$ cat config.mk
export PLATFORM = sky130hd
export DESIGN_NAME = bxn_sync_ctrl_flat
export DESIGN_NICKNAME = d
export VERILOG_FILES = /design/src/rtl/bxn_sync_ctrl_if.sv /design/src/rtl/bxn_sync_ctrl.sv /design/src/flat_wrapper.sv
export SDC_FILE = /design/constraint.sdc
export NUM_CORES = 1
export LEC_CHECK = 0
export CAP_MARGIN = 20
export CORE_ASPECT_RATIO = 0.75
export CORE_MARGIN = 3
export CORE_UTILIZATION = 35
export CTS_CLUSTER_SIZE = 25
export DETAILED_ROUTE_END_ITERATION = 7
export MAX_ROUTING_LAYER = met4
export PLACE_DENSITY = 0.59
export RECOVER_POWER = 50
export SYNTH_ARGS = -nofsm -noshare
export SYNTH_HDL_FRONTEND = slang
export SYNTH_SLANG_ARGS = --single-unit
$ cat constraint.sdc
create_clock -name clock -period 2.6 [get_ports clock]
set_clock_uncertainty 0.05 [all_clocks]
set_input_delay 0.52 -clock clock [delete_from_list [all_inputs] [get_ports clock]]
set_output_delay 0.52 -clock clock [all_outputs]
set_load 0.1 [all_outputs]
$ cat src/rtl/bxn_sync_ctrl_if.sv
// TTC inputs, configuration and status bundle of the BXN / BX0 synchronisation controller.
interface bxn_sync_ctrl_if #(
  parameter int unsigned ERR_CNT_W = 16
);
  localparam int unsigned BXN_W = 12;

  logic                 ttc_bx0;
  logic                 ttc_resync;
  logic                 ttc_l1a;
  logic                 cnt_reset;
  logic [BXN_W-1:0]     bxn_preset;
  logic                 stop_on_err;

  logic [BXN_W-1:0]     bxn_counter;
  logic [BXN_W-1:0]     bxn_l1a;
  logic                 locked;
  logic                 sync_err;
  logic [ERR_CNT_W-1:0] sync_err_cnt;
  logic                 trig_stop;
  logic [1:0]           sm_state;

  // Driver side: TTC decoder and slow-control configuration
  modport master (
    output ttc_bx0, ttc_resync, ttc_l1a, cnt_reset, bxn_preset, stop_on_err,
    input  bxn_counter, bxn_l1a, locked, sync_err, sync_err_cnt, trig_stop, sm_state
  );

  // Controller side
  modport slave (
    input  ttc_bx0, ttc_resync, ttc_l1a, cnt_reset, bxn_preset, stop_on_err,
    output bxn_counter, bxn_l1a, locked, sync_err, sync_err_cnt, trig_stop, sm_state
  );
endinterface

$ cat src/rtl/bxn_sync_ctrl.sv
// Bunch-crossing counter with BX0 alignment, lock supervision and trigger-stop request.
module bxn_sync_ctrl #(
  parameter int unsigned BXN_MAX   = 3563,
  parameter int unsigned ERR_CNT_W = 16
) (
  input  logic           clock,
  input  logic           reset_n,
  bxn_sync_ctrl_if.slave bus
);

  localparam int unsigned BXN_W = 12;
  localparam logic [BXN_W-1:0]     BXN_LAST = BXN_W'(BXN_MAX);
  localparam logic [ERR_CNT_W-1:0] ERR_SAT  = '1;

  typedef enum logic [1:0] {
    ST_IDLE     = 2'd0,
    ST_WAIT_BX0 = 2'd1,
    ST_LOCKED   = 2'd2,
    ST_ERROR    = 2'd3
  } state_t;

  state_t               state_q, state_nxt;
  logic [BXN_W-1:0]     cnt_q, cnt_nxt;
  logic [BXN_W-1:0]     l1a_q;
  logic                 locked_q;
  logic                 sync_err_q;
  logic [ERR_CNT_W-1:0] err_cnt_q, err_cnt_nxt;
  logic                 trig_stop_q;

  logic [BXN_W-1:0]     preset_eff;
  logic [BXN_W-1:0]     preset_inc;
  logic [BXN_W-1:0]     cnt_inc;
  logic                 at_preset;
  logic                 err_hit;

  // Out-of-range presets map to 0; wrap helpers for the free-running count
  always_comb begin
    preset_eff = (bus.bxn_preset > BXN_LAST) ? '0 : bus.bxn_preset;
    preset_inc = (preset_eff >= BXN_LAST) ? '0 : preset_eff + BXN_W'(1);
    cnt_inc    = (cnt_q >= BXN_LAST) ? '0 : cnt_q + BXN_W'(1);
    at_preset  = (cnt_q == preset_eff);
  end

  // Alignment check while locked: BX0 must coincide exactly with the preset count
  always_comb begin
    err_hit = 1'b0;
    if (state_q == ST_LOCKED && !bus.ttc_resync)
      err_hit = (bus.ttc_bx0 != at_preset);
  end

  // Next state and next count; resync overrides everything below reset
  always_comb begin
    state_nxt = state_q;
    cnt_nxt   = cnt_inc;
    if (bus.ttc_resync) begin
      state_nxt = ST_WAIT_BX0;
      cnt_nxt   = preset_eff;
    end else begin
      case (state_q)
        ST_IDLE: state_nxt = ST_WAIT_BX0;
        ST_WAIT_BX0: begin
          if (bus.ttc_bx0) begin
            state_nxt = ST_LOCKED;
            cnt_nxt   = preset_inc;
          end
        end
        ST_LOCKED: begin
          if (err_hit && bus.stop_on_err)
            state_nxt = ST_ERROR;
        end
        ST_ERROR: state_nxt = ST_ERROR;
        default:  state_nxt = ST_IDLE;
      endcase
    end
  end

  // Saturating error counter; a clear wins over a coincident increment
  always_comb begin
    err_cnt_nxt = err_cnt_q;
    if (bus.cnt_reset)
      err_cnt_nxt = '0;
    else if (err_hit && err_cnt_q != ERR_SAT)
      err_cnt_nxt = err_cnt_q + ERR_CNT_W'(1);
  end

  // State, counter and all status outputs registered together
  always_ff @(posedge clock or negedge reset_n) begin
    if (!reset_n) begin
      state_q     <= ST_IDLE;
      cnt_q       <= '0;
      l1a_q       <= '0;
      locked_q    <= 1'b0;
      sync_err_q  <= 1'b0;
      err_cnt_q   <= '0;
      trig_stop_q <= 1'b1;
    end else begin
      state_q     <= state_nxt;
      cnt_q       <= cnt_nxt;
      err_cnt_q   <= err_cnt_nxt;
      locked_q    <= (state_nxt == ST_LOCKED);
      trig_stop_q <= (state_nxt != ST_LOCKED);
      if (bus.ttc_l1a)
        l1a_q <= cnt_q;
      if (bus.ttc_resync)
        sync_err_q <= 1'b0;
      else if (err_hit)
        sync_err_q <= 1'b1;
    end
  end

  // Drive the status bundle straight from the registers
  assign bus.bxn_counter  = cnt_q;
  assign bus.bxn_l1a      = l1a_q;
  assign bus.locked       = locked_q;
  assign bus.sync_err     = sync_err_q;
  assign bus.sync_err_cnt = err_cnt_q;
  assign bus.trig_stop    = trig_stop_q;
  assign bus.sm_state     = state_q;

endmodule
$ cat src/flat_wrapper.sv
// flat-port wrapper written by rule: the top's interface ports become plain ports
module bxn_sync_ctrl_flat 
#(
  parameter int unsigned BXN_MAX   = 3563,
  parameter int unsigned ERR_CNT_W = 16
)
  (clock, reset_n, bus_ttc_bx0, bus_ttc_resync, bus_ttc_l1a, bus_cnt_reset, bus_bxn_preset, bus_stop_on_err, bus_bxn_counter, bus_bxn_l1a, bus_locked, bus_sync_err, bus_sync_err_cnt, bus_trig_stop, bus_sm_state);
  bxn_sync_ctrl_if #(.ERR_CNT_W(ERR_CNT_W)) bus_i ();
  input  logic clock;
  input  logic reset_n;
  input wire logic [$bits(bus_i.ttc_bx0)-1:0] bus_ttc_bx0;
  input wire logic [$bits(bus_i.ttc_resync)-1:0] bus_ttc_resync;
  input wire logic [$bits(bus_i.ttc_l1a)-1:0] bus_ttc_l1a;
  input wire logic [$bits(bus_i.cnt_reset)-1:0] bus_cnt_reset;
  input wire logic [$bits(bus_i.bxn_preset)-1:0] bus_bxn_preset;
  input wire logic [$bits(bus_i.stop_on_err)-1:0] bus_stop_on_err;
  output wire logic [$bits(bus_i.bxn_counter)-1:0] bus_bxn_counter;
  output wire logic [$bits(bus_i.bxn_l1a)-1:0] bus_bxn_l1a;
  output wire logic [$bits(bus_i.locked)-1:0] bus_locked;
  output wire logic [$bits(bus_i.sync_err)-1:0] bus_sync_err;
  output wire logic [$bits(bus_i.sync_err_cnt)-1:0] bus_sync_err_cnt;
  output wire logic [$bits(bus_i.trig_stop)-1:0] bus_trig_stop;
  output wire logic [$bits(bus_i.sm_state)-1:0] bus_sm_state;
  assign bus_i.ttc_bx0 = bus_ttc_bx0;
  assign bus_i.ttc_resync = bus_ttc_resync;
  assign bus_i.ttc_l1a = bus_ttc_l1a;
  assign bus_i.cnt_reset = bus_cnt_reset;
  assign bus_i.bxn_preset = bus_bxn_preset;
  assign bus_i.stop_on_err = bus_stop_on_err;
  assign bus_bxn_counter = bus_i.bxn_counter;
  assign bus_bxn_l1a = bus_i.bxn_l1a;
  assign bus_locked = bus_i.locked;
  assign bus_sync_err = bus_i.sync_err;
  assign bus_sync_err_cnt = bus_i.sync_err_cnt;
  assign bus_trig_stop = bus_i.trig_stop;
  assign bus_sm_state = bus_i.sm_state;
  bxn_sync_ctrl #(.BXN_MAX(BXN_MAX), .ERR_CNT_W(ERR_CNT_W)) u_core (.clock(clock), .reset_n(reset_n), .bus(bus_i));
endmodule
==> impl_metrics.py <==
metrics = {
    "synth": {
        "ys_warn_count": 0,
        "synth_flop_cell": "dfrtp_1",
        "synth_area_leaders": "dfrtp_1 38%, mux2_2 5.0%, nor2_1 3.7%, xnor2_1 3.3%, a21oi_1 3.2%",
        "synth_edf_count": 0,
        "yosysSeqAreaShare": 0.385,
        "syn_inst": 327,
        "synth_area_leader_cell": "dfrtp_1",
        "async_reset_ff_frac": 1.00,
        "avgSynthCellArea_um2": 8.96,
        "synth_top_area_share": 0.376,
        "syn_area_mm2": 0.00293,
        "yosysUniqueCellTypes": 63,
        "postSynthNetCount": 349,
        "ys_ff_latch": 45,
    },
    "power_and_ir_drop": {
        "power_leakage_nw": 1.86,
        "power.share.clock": 0.227,
        "power.density_mw_per_mm2": 572,
        "power.total_mw": 2.48,
        "p_sw_frac": 0.433,
        "internal_power_mw": 1.40,
        "comb_power_share": 0.436,
        "power.switching_mw": 1.07,
        "irDropWorstVdd_mv": 0.434,
        "seqPwrFrac": 0.337,
    },
    "critical_path": {
        "cpLargestDelayFamily": "simple AND/OR/NAND/NOR gates",
        "cpPeakStageDelay_ps": 520,
        "cp.required_ps": 2790,
        "criticalPathCategory": "flip-flop to flip-flop",
        "crit_arrival_ps": 2780,
        "path_cells": "buf_4, nor4b_1, or4_4, o311a_4, a21oi_4, nor2_2, buf_4, or4_4, a21oi_2",
        "cp-start-kind": "flip-flop",
        "end_kind": "flip-flop",
        "cp_num_buf_inv": 2,
        "critical_path.max_fanout": 8,
        "crit_path_top_delay_cell": "or4_4",
    },
    "flow_run": {
        "max_cap_violations": 0,
    },
    "clocking": {
        "holdBufCountCts": 0,
        "htreeDepth": 2,
        "cts_sinks": 45,
        "cts_buffers": 5,
        "cts_buffer_depth": 2,
        "clk_latency_ps": 310,
        "cts.clk_slew.worst_paths_ps": 90,
        "cts_root_buf": "clkbuf_8",
        "cts_tree": "yes",
    },
    "timing": {
        "setup_ws_ps": 4.19,
        "max_slew_margin": 0.182,
        "rsz0062_at_grt": "yes",
        "setup_violations": 0,
        "period_minus_slack_ps": 2600,
        "timing.final.crit_share": 0.998,
        "drv_slew": 0,
        "finalSetupTns_ps": 0,
        "hold_viol": 0,
        "max_clock_freq_mhz": 385,
        "worst_slew_pin_slew_ps": 1230,
    },
    "grt": {
        "grt_usage": 0.208,
        "grt_pass1_wl_um": 15400,
        "antenna_found_initial": 0,
        "grt-ovfl-total": 0,
        "grt_max_degree": 30,
        "first_global_vias": 2990,
    },
    "routing": {
        "met3WireLength_um": 434,
        "viasPerCell": 5.39,
        "post-route-drc-count": 0,
        "drtIter0Drc": 201,
        "ant_nets": 0,
        "finalWirelength_um": 9590,
        "highest_layer": "met4",
        "wl_met1_um": 4700,
        "detail_route.wl_per_cell_um": 17.2,
        "wl_met2_um": 4300,
        "vias": 3002,
        "dr.pass1.iters": 4,
    },
    "floorplan": {
        "io_pins": 64,
        "rows": 28,
        "die-area_mm2": 0.00951,
        "design.core.area_mm2": 0.00802,
        "die_w_um": 112,
        "initial_utilization": 0.365,
        "die_y_um": 85.2,
    },
    "place": {
        "place_congestion": 0.916,
        "dp_hpwl_um": 6960,
        "place_ws_ps": -769,
        "port_buffers": 63,
    },
    "layout": {
        "area_delta_synth_final_pct": 47.8,
        "finalNetCount": 473,
        "drive_gt1_frac": 0.451,
        "antenna_cells": 0,
    },
    "run_status": {
        "status": "finished, final reports clean",
    },
    "hold_path": {
        "hp-class": "input pin to asynchronous set/reset pin",
    },
}
==> placed cells by master, fill, tap and decap left out, types with 9 or more instances in the layout <==
| master | count |
|---|---|
| xnor2_1 | 11 |
| a31oi_1 | 9 |
| mux2_2 | 13 |
| nand3_1 | 11 |
| clkbuf_1 | 12 |
| inv_1 | 14 |
| nor2_1 | 26 |
| a21oi_1 | 16 |
| dfrtp_1 | 26 |
| o22ai_1 | 10 |
| nand2_1 | 21 |
| buf_4 | 110 |
| dfrtp_2 | 13 |
==> synthesized netlist by cell type (all sizes together), types with 4 or more instances <==
cell	count
nor3	6
a21oi	20
nand2	22
xnor2	11
nand4	6
and2	4
a31oi	9
nand3	13
nor2b	8
buf	16
a32oi	4
o31ai	5
mux2	14
or4	6
a41oi	4
xor2	5
o22ai	10
nor4	8
or3	5
inv	14
clkbuf	9
o21ai	10
nor2	30
dfrtp	44
==> registers in the layout, indices dropped and copies added (netlist names) <==
| signal | count |
|---|---|
| u_core.bus.locked | 1 |
| u_core.bus.sync_err | 1 |
| u_core.bus.sync_err_cnt | 16 |
| u_core.bus.sm_state | 2 |
| u_core.bus.trig_stop | 1 |
| u_core.bus.bxn_l1a | 12 |
| u_core.bus.bxn_counter | 12 |
==> timing repair <==
action / 4_1_cts / 5_1_grt
pin swaps: 14 / 13
setup endpoints to repair: 30 / 25
resized for setup: 35 / 44
buffers inserted: 12 / 4
==> per-stage QoR <==
stage / instance area [µm²] / cells / hold WS (ps) / util
floorplan: 2990 / 327 / 174 / -
global placement: 3980 / 533 / 440 / 0.496
detailed placement: 3980 / 533 / 448 / 0.496
CTS: 4250 / 553 / 127 / 0.530
global route: 4330 / 557 / 472 / 0.540
finish: 4330 / 557 / 370 / 0.540
==> logic make-up after synthesis <==
logic type / Yosys count / synth area share
AND/OR/NAND/NOR: 121 / 0.223
AO/OA/AOI/OAI: 88 / 0.214
flip-flops: 45 / 0.385
buffers and inverters: 39 / 0.0598
XOR/XNOR: 16 / 0.0478
multiplexers: 15 / 0.0572
adder cells (fa/ha/maj): 3 / 0.0128
==> layer usage <==
layer  vias up  global-route usage
li1       1469                   -
met1      1456               0.298
met2        66               0.306
met3        11              0.0342
met4         0              0.0530
met5         -                   -
==> worst paths after layout <==
| path | from | end | depth (start not counted) | slack (ps) |
|---|---|---|---|---|
| setup reg to reg | u_core.bus.bxn_counter[9] | u_core.bus.sync_err_cnt[9] | 9 | 4 |
| hold / removal | reset_n | u_core.bus.sync_err_cnt[0] | 1 | 370 |
| setup / recovery | u_core.bus.bxn_counter[9] | u_core.bus.sync_err_cnt[9] | 9 | 4 |
| hold reg to reg | u_core.bus.bxn_l1a[3] | u_core.bus.bxn_l1a[3] | 1 | 460 |
| max in group asynchronous | reset_n | u_core.bus.bxn_counter[4] | 2 | 810 |
| min in group clock | u_core.bus.bxn_l1a[3] | u_core.bus.bxn_l1a[3] | 1 | 460 |
==> final cells by class <==
class | count | area [µm²]
clock buffer | 7 | 86.3
clock inverter | 1 | 30.0
sequential | 45 | 1160
inverter | 14 | 52.6
multi-input combinational | 243 | 1820
tap | 105 | 131
timing repair buffer | 142 | 1050
fill | 776 | 3690
==> power groups by stage <==
stage,logic (mW),clock network [mW],registers [mW]
floorplan,0.273,0,1.31
global placement,1.04,0,0.847
detailed placement,1.04,0,0.850
CTS,1.07,0.580,0.833
global route,1.13,0.601,0.843
finish,1.08,0.562,0.834
(Power assumes the default switching activity.)
